[config.mk]
export PLATFORM = sky130hd
export DESIGN_NAME = ahb_lsu_ctrl
export DESIGN_NICKNAME = d
export VERILOG_FILES = /design/src/rtl/ahb_pkg.sv /design/src/rtl/lsu_load_fmt.sv /design/src/rtl/ahb_lsu_ctrl.sv
export SDC_FILE = /design/constraint.sdc
export NUM_CORES = 1
export LEC_CHECK = 0
export BUFFER_PORTS_ARGS = -buffer_cell sky130_fd_sc_hd__buf_4
export CAP_MARGIN = 20
export CORE_MARGIN = 2
export CORE_UTILIZATION = 48
export CTS_CLUSTER_SIZE = 24
export DETAILED_ROUTE_END_ITERATION = 10
export GPL_TIMING_DRIVEN = 0
export PLACE_DENSITY_LB_ADDON = 0.05
export SLEW_MARGIN = 20
export SYNTH_ARGS = -nofsm -noshare
export SYNTH_HDL_FRONTEND = slang
export SYNTH_SLANG_ARGS = --single-unit
[constraint.sdc]
create_clock -name clk -period 2.4 [get_ports clk]
set_clock_uncertainty 0.1 [all_clocks]
set_input_delay 0.12 -clock clk [delete_from_list [all_inputs] [get_ports clk]]
set_output_delay 0.12 -clock clk [all_outputs]
set_load 0.005 [all_outputs]
[src/rtl/ahb_pkg.sv]
// Shared AHB-Lite types, transfer-size codes and LSU sequencer states.
// Lane helpers used by the load/store controller.
package ahb_pkg;

    typedef enum logic [1:0] {
        HTRANS_IDLE   = 2'b00,
        HTRANS_BUSY   = 2'b01,
        HTRANS_NONSEQ = 2'b10,
        HTRANS_SEQ    = 2'b11
    } htrans_t;

    localparam logic [2:0] SZ_BYTE = 3'b000;
    localparam logic [2:0] SZ_HALF = 3'b001;
    localparam logic [2:0] SZ_WORD = 3'b010;

    typedef enum logic [1:0] {
        ST_IDLE,
        ST_ADDR,
        ST_DATA,
        ST_RESP
    } lsu_state_t;

    // Illegal size codes and sub-word misalignment never reach the bus.
    function automatic logic is_bad_req(input logic [2:0] size, input logic [1:0] addr_lo);
        logic bad;
        bad = 1'b0;
        if (size > SZ_WORD)
            bad = 1'b1;
        else if (size == SZ_HALF && addr_lo[0])
            bad = 1'b1;
        else if (size == SZ_WORD && addr_lo != 2'b00)
            bad = 1'b1;
        return bad;
    endfunction

    // Store data is replicated across lanes so the slave can pick any byte lane.
    function automatic logic [31:0] lane_replicate(input logic [2:0] size, input logic [31:0] d);
        logic [31:0] r;
        case (size)
            SZ_BYTE: r = {4{d[7:0]}};
            SZ_HALF: r = {2{d[15:0]}};
            default: r = d;
        endcase
        return r;
    endfunction

endpackage

[src/rtl/lsu_load_fmt.sv]
// Load formatter: lane shift of hrdata by the byte offset, then sign/zero extension.
// Purely combinational; no latency, no backpressure.
module lsu_load_fmt
    import ahb_pkg::*;
(
    input  logic [1:0]  addr_lo,
    input  logic [2:0]  size,
    input  logic        sgn,
    input  logic [31:0] hrdata,
    output logic [31:0] data
);

    logic [31:0] shifted;

    assign shifted = hrdata >> {addr_lo, 3'b000};

    always_comb begin
        data = shifted;
        case (size)
            SZ_BYTE: data = {{24{sgn & shifted[7]}}, shifted[7:0]};
            SZ_HALF: data = {{16{sgn & shifted[15]}}, shifted[15:0]};
            default: data = shifted;
        endcase
    end

endmodule

[src/rtl/ahb_lsu_ctrl.sv]
// Load/store sequencer: one core request -> one NONSEQ AHB-Lite transfer -> one response pulse.
// Latency: response 3 cycles after accept (+1 per hready-low cycle); 1 cycle for rejected requests.
// Backpressure: req_ready only in IDLE; bus stalls follow hready, at most one transfer outstanding.
module ahb_lsu_ctrl
    import ahb_pkg::*;
#(
    parameter int AW = 32,
    parameter int DW = 32
) (
    input  logic          clk,
    input  logic          rst_n,
    input  logic          req_valid,
    output logic          req_ready,
    input  logic          req_write,
    input  logic [AW-1:0] req_addr,
    input  logic [2:0]    req_size,
    input  logic          req_signed,
    input  logic [DW-1:0] req_wdata,
    output logic          rsp_valid,
    output logic [DW-1:0] rsp_rdata,
    output logic          rsp_err,
    output logic [AW-1:0] haddr,
    output logic [1:0]    htrans,
    output logic          hwrite,
    output logic [2:0]    hsize,
    output logic [DW-1:0] hwdata,
    input  logic [DW-1:0] hrdata,
    input  logic          hready,
    input  logic          hresp
);

    lsu_state_t    state, state_nxt;
    logic          accept;
    logic          bad_req;
    logic          data_done;
    logic          sgn_q;
    logic [DW-1:0] fmt_data;

    assign bad_req   = is_bad_req(req_size, req_addr[1:0]);
    assign data_done = (state == ST_DATA) && hready;

    always_comb begin
        state_nxt = state;
        accept    = 1'b0;
        case (state)
            ST_IDLE: begin
                if (req_valid) begin
                    accept    = 1'b1;
                    state_nxt = bad_req ? ST_RESP : ST_ADDR;
                end
            end
            ST_ADDR: if (hready) state_nxt = ST_DATA;
            // A slave ERROR holds hready low for its first cycle, so waiting on hready covers it.
            ST_DATA: if (hready) state_nxt = ST_RESP;
            ST_RESP: state_nxt = ST_IDLE;
            default: state_nxt = ST_IDLE;
        endcase
    end

    lsu_load_fmt u_load_fmt (
        .addr_lo (haddr[1:0]),
        .size    (hsize),
        .sgn     (sgn_q),
        .hrdata  (hrdata),
        .data    (fmt_data)
    );

    always_ff @(posedge clk or negedge rst_n) begin
        if (!rst_n) begin
            state     <= ST_IDLE;
            req_ready <= 1'b1;
            htrans    <= HTRANS_IDLE;
            haddr     <= '0;
            hwrite    <= 1'b0;
            hsize     <= 3'b000;
            hwdata    <= '0;
            sgn_q     <= 1'b0;
            rsp_valid <= 1'b0;
            rsp_rdata <= '0;
            rsp_err   <= 1'b0;
        end else begin
            state     <= state_nxt;
            req_ready <= (state_nxt == ST_IDLE);
            htrans    <= (state_nxt == ST_ADDR) ? HTRANS_NONSEQ : HTRANS_IDLE;
            rsp_valid <= (state_nxt == ST_RESP);

            // Bus-side latch doubles as request storage; hwdata is loaded early so it is stable all through DATA.
            if (accept && !bad_req) begin
                haddr  <= req_addr;
                hsize  <= req_size;
                hwrite <= req_write;
                sgn_q  <= req_signed;
                if (req_write)
                    hwdata <= lane_replicate(req_size, req_wdata);
            end

            if (accept && bad_req) begin
                rsp_err   <= 1'b1;
                rsp_rdata <= '0;
            end else if (data_done) begin
                rsp_err   <= hresp;
                rsp_rdata <= (hresp || hwrite) ? '0 : fmt_data;
            end
        end
    end

endmodule

Word level (Yosys, flattened, before mapping)
Cells that the tools add are included.
{"block": "totals", "ff_bits": 108, "latchBits": 0, "ram_bits": 0, "romBits": 0, "in_bits": 106, "out_inout_bits": 105, "elab_cells": 55, "memories": 0}
{"block": "classes", "addsub": 0, "mul": 0, "div": 0, "order_cmp": 1, "eq_ne": 8, "shifts": 1, "mux": 18, "n_bitwise": 2, "reduce_logical": 14}
{"op": "$pmux 32 s2", "count": 2}
{"op": "$mux 32", "count": 3}
{"op": "$shr 32x5->32", "count": 1}
{"op": "$mux 2", "count": 5}
{"op": "$pmux 2 s4", "count": 1}
{"op": "$mux 1", "count": 7}
{"op": "$eq 2x2->1 const B", "count": 3}
{"op": "$eq 3x1->1 const B", "count": 2}
{"op": "$logic_not 3->1", "count": 2}
{"op": "$logic_and 1x1->1", "count": 5}
{"op": "$eq 2x1->1 const B", "count": 2}
{"op": "$logic_not 2->1", "count": 2}
{"op": "$reduce_bool 2->1", "count": 2}
{"op": "$eq 3x2->1 const B", "count": 1}
{"op": "$gt 3x2->1 const B", "count": 1}
{"op": "$and 1x1->1", "count": 2}
{"op": "$reduce_and 2->1", "count": 1}
{"op": "$logic_not 1->1", "count": 1}
{"op": "$logic_or 1x1->1", "count": 1}

Logic depth before layout (Yosys ltp)
{"block": "depth", "ltp_word": 10, "ltp_mapped": 6, "mapped_depth_nobuf": 5}

Modules after synthesis
A second synthesis with hierarchy kept.
{"block": "hier_totals", "hier_cells": 482, "hier_area_um2": 5338.9}
{"module": "ahb_lsu_ctrl", "instances": 1, "cells_per_inst": 368, "area_each_um2": 4623.2, "seq_area_each_um2": 2678.8}
{"module": "lsu_load_fmt", "instances": 1, "cells_per_inst": 114, "area_each_um2": 715.7, "seq_area_each_um2": 0.0}

Worst setup path after synthesis
No wires, ideal clock.
{"block": "synth_timing", "path_kind": "register to register", "startpoint": "register haddr[1]", "endpoint": "register rsp_rdata[16]", "setup_ps": 124, "arrival_ps": 1673, "required_time_ps": 2176, "slack_ps": 503, "path_stages_with_launch": 7, "path_buffers": 2, "period_less_slack_ps": 1897, "cell_sequence": "dfrtp_1 -> buf_2 -> mux2_2 -> a221oi_2 -> nor3_2 -> buf_4 -> a211o_1"}
{"block": "synth_between", "elab_chain_len": 6, "word_cells_on_any_way": 7, "classes_between": "1 x shift; 4 x mux; 2 x bitwise"}
{"element": "from (decl)", "line": "ahb_lsu_ctrl.sv:22", "source": "output logic [AW-1:0] haddr,"}
{"element": "from (signal assigned)", "line": "ahb_lsu_ctrl.sv:89", "source": "haddr <= req_addr;"}
{"element": "$shr 32x5->32 *", "line": "lsu_load_fmt.sv:15", "source": "assign shifted = hrdata >> {addr_lo, 3'b000};"}
{"element": "$and 1x1->1, on equally long branches", "line": "lsu_load_fmt.sv:21, lsu_load_fmt.sv:20"}
{"element": "$pmux 32 s2 *", "line": "lsu_load_fmt.sv:19", "source": "case (size)"}
{"element": "$mux 32 *", "line": "ahb_lsu_ctrl.sv:102", "source": "rsp_rdata <= (hresp || hwrite) ? '0 : fmt_data;"}
{"element": "$mux 32 *", "line": "ahb_lsu_ctrl.sv:100", "source": "end else if (data_done) begin"}
{"element": "$mux 32 *", "line": "ahb_lsu_ctrl.sv:97", "source": "if (accept && bad_req) begin"}
{"element": "to (signal assigned)", "line": "ahb_lsu_ctrl.sv:102"}
{"element": "to (decl)", "line": "ahb_lsu_ctrl.sv:20", "source": "output logic [DW-1:0] rsp_rdata,"}
Every way passes the cells marked *; elsewhere a longest branch is shown, timed or not. The select of a mux whose other input is x is not followed.
A chain may end at the register's enable or synchronous reset.

Final worst setup path
{"block": "layout_timing", "startpoint": "register haddr[0]", "endpoint": "register rsp_rdata[4]"}
{"block": "layout_between", "elab_chain_len": 5}
{"element": "$shr 32x5->32", "line": "lsu_load_fmt.sv:15"}
{"element": "$pmux 32 s2", "line": "lsu_load_fmt.sv:19"}
{"element": "$mux 32", "line": "ahb_lsu_ctrl.sv:102"}
{"element": "$mux 32", "line": "ahb_lsu_ctrl.sv:100"}
{"element": "$mux 32", "line": "ahb_lsu_ctrl.sv:97"}
Every way passes these cells. The select of a mux whose other input is x is not followed.

==> key figures <==
Worst hold path
  • Hold WC Path Type: in2reg

Floorplanning
  • Initial core utilization: 49.6%
  • Cell Rows: 36
  • Die area: 11000 sq um
  • DIE HEIGHT: 105 um
  • Core area: 9820 sq um
  • Chip width: 105 um
  • # IOs: 211

Cells and area
  • P&R area growth vs syn: 55.2%
  • Util after Layout: 77.0%
  • Ant. Diodes: 0
  • Share of cells above drive strength 1: 42.1%
  • FF/Latch Area: 2680 sq um
  • Final net count: 806
  • Fillers: 653
  • Footprint of the multi-input gates: 2060 sq um

Yosys
  • Synth cell types: 46
  • Post-Syn Area: 4870 sq um
  • Seq/Total Area, Yosys: 55.0%
  • Yosys top cell area share: 54.4%
  • Most frequent cell after synthesis: dfrtp_1
  • Syn nets: 509
  • Yosys top cell by area: dfrtp_1
  • Yosys Warn Count: 0
  • Ys async rst share: 100%
  • Syn_area_per_cell: 12.1 sq um
  • Top post-synthesis cells by area: dfrtp_1 (54%), mux2_2 (10%), mux2i_1 (8.2%)
  • Number of synthesized flops with an enable pin: 0
  • Synth Flop Type: dfrtp_1
  • Commonest cells post-synth: dfrtp_1 (106), nand2_1 (50), mux2_2 (45)
  • Number of synthesized register bits: 107
  • Mapped Cells: 403

Placement
  • Final GP Congestion: 0.930
  • IO Port Bufs: 209
  • Post-DP HPWL: 10.5 mm

Global routing
  • First-pass GRT wire length: 24.4 mm
  • Largest net degree at the start of global routing: 108
  • Grt total ovfl: 0
  • Vias in the first global route: 4808
  • Initial antenna violation count: 0
  • GRT Total Usage: 27.9%

Critical path
  • Worst EP arrival: 2.30 ns
  • Startpoint Class: flip-flop
  • Critical path type: reg2reg
  • Crit path max fanout: 10
  • CP required: 2.55 ns
  • Critical Path Sink Type: flip-flop

Route
  • Initial DRT Pass Iterations: 4
  • Routed vias/inst: 5.34
  • Routed wire length: 15.2 mm
  • Vias: 4476
  • WL/cell: 18.1 um
  • DRC: 0
  • Final ANT Viol Nets: 0
  • Initial DRC Count: 166

Clock network
  • Buffer levels on the longest clock path: 2
  • Clock buffer count from CTS: 9
  • # resized after CTS: 0
  • Clk slew on worst S/H paths: 0.10 ns
  • CTS Root Cell: clkbuf_8
  • # H-tree levels: 3
  • Clock Sink Count: 107
  • Clock tree from TritonCTS: yes
  • Clock latency on the worst-skew pair: 0.36 ns

Run
  • Max_cap viols: 0

STA
  • Endpoints failing hold: 0
  • Worst-margin pin slew: 0.958 ns
  • Part of the cycle the worst path needs: 89.5%
  • Relative slew slack: 36.2%
  • Max Fclk: 0.466 GHz
  • RSZ-0062 raised after global routing: false
  • Final setup fails: 0
  • Crit path time final: 2.15 ns
  • Total negative setup slack: 0 ns
  • Final Max Tran Viols: 0

Power
  • Switching Power: 2.55 mW
  • Int Power: 4.92 mW
  • Clk pwr share: 13.8%
  • PwrDens: 986 nW/um^2
  • IR drop worst, VDD: 0.000617 V
  • Static Leak: 3.77 nW
  • Net Sw Frac: 34.1%
  • Sequential fraction of design power: 41.4%
  • Comb pwr share: 44.8%

Status
  • Status: complete, no violations
==> through the flow <==
step                total power, mW  instance area [sq um]  hold WS [ns]  cells  setup WS [ns]
floorplan                      4.50                   4870        -0.276    403          0.503
global placement               6.20                   6610         0.252    745          0.304
detailed placement             6.32                   6610         0.216    745          0.275
CTS                            7.46                   7560        0.0288    838          0.261
global route                   7.92                   7560        0.0406    838          0.144
finish                         7.46                   7560        0.0403    838          0.252
==> path summary, 6_finish.rpt <==
kind,start,end,slack (ns),depth (start not counted)
min,hrdata[23],rsp_rdata[23],0.04,4
min in group asynchronous,rst_n,rsp_rdata[10],0.31,2
max,haddr[0],rsp_rdata[4],0.25,6
max in group asynchronous,rst_n,rsp_rdata[3],1.22,2
min reg2reg,hwdata[30],hwdata[30],0.39,2
max reg2reg,haddr[0],rsp_rdata[4],0.25,6
==> what timing repair did <==
| item | 4_1_cts | 5_1_grt |
|---|---|---|
| buffers inserted | 0 | 0 |
| setup endpoints to repair | 0 | 0 |
| hold buffers | 77 | 0 |
| endpoints found under the hold margin | 183 | 0 |
==> state kept, by name, indices dropped and copies added, names as in the netlist <==
| signal | flops |
|---|---|
| rsp_rdata | 32 |
| rsp_valid | 1 |
| hwrite | 1 |
| htrans | 1 |
| state | 2 |
| rsp_err | 1 |
| req_ready | 1 |
| sgn_q | 1 |
| haddr | 32 |
| hsize | 3 |
| hwdata | 32 |
==> placed cells by master (no fill, tap or decap), types with 7 or more instances in the layout <==
master	synthesis	layout
buf_2	10	10
clkbuf_1	9	9
a32o_1	7	7
dfrtp_1	106	106
nor2_1	16	16
o21ai_0	38	38
a221o_1	15	15
nor2b_1	8	8
dlygate4sd3_1	0	77
nand2_1	50	50
clkbuf_8	0	10
a211o_1	17	17
buf_4	4	212
mux2i_1	40	40
mux2_2	45	45
==> critical path, cell delays in order (launching register included) <==
cell     delay, ns
dfrtp_1       0.36
buf_2         0.25
buf_2         0.33
buf_2         0.31
mux2i_1       0.32
nand2_1       0.09
a32o_1        0.27
==> metal layers <==
metal,track usage [%],vias up,part of all wire (%),wire [um]
li1,-,2059,-,-
met1,33.6,2173,39,5960
met2,48.5,212,51,7730
met3,6.24,32,7.5,1130
met4,11.1,0,2.5,377
met5,0,-,0,0
==> kinds of logic after synthesis <==
| kind of cell | count (synthesis) | share of synthesized area (%) |
|---|---|---|
| other | 1 | 0.0769 |
| xor gates and xnor gates | 1 | 0.180 |
| DFF | 107 | 55.0 |
| AOI/OAI and AO/OA | 91 | 14.0 |
| buffers and inverters | 27 | 2.80 |
| and+or+nand+nor | 91 | 9.42 |
| muxes | 85 | 18.6 |
==> power by group through the flow <==
stage	Sequential [mW]	Combinational, mW	Clock [mW]
final	3.09	3.34	1.03
after global routing	3.19	3.60	1.12
after CTS	3.07	3.33	1.06
after detailed placement	3.10	3.22	0
after global placement	3.06	3.13	0
after floorplan	3.10	1.40	0
==> cell type report <==
cell class	instances	share of cell area, %
flip-flops and latches	107	35.4
repair buffers	286	31.0
multi-input cells	269	27.2
well taps	133	2.20
clock buffers	10	1.82
plain buffers	25	1.70
clock inverters	6	0.546
inverters	2	0.0993
Power figures use the tool's default switching activity.
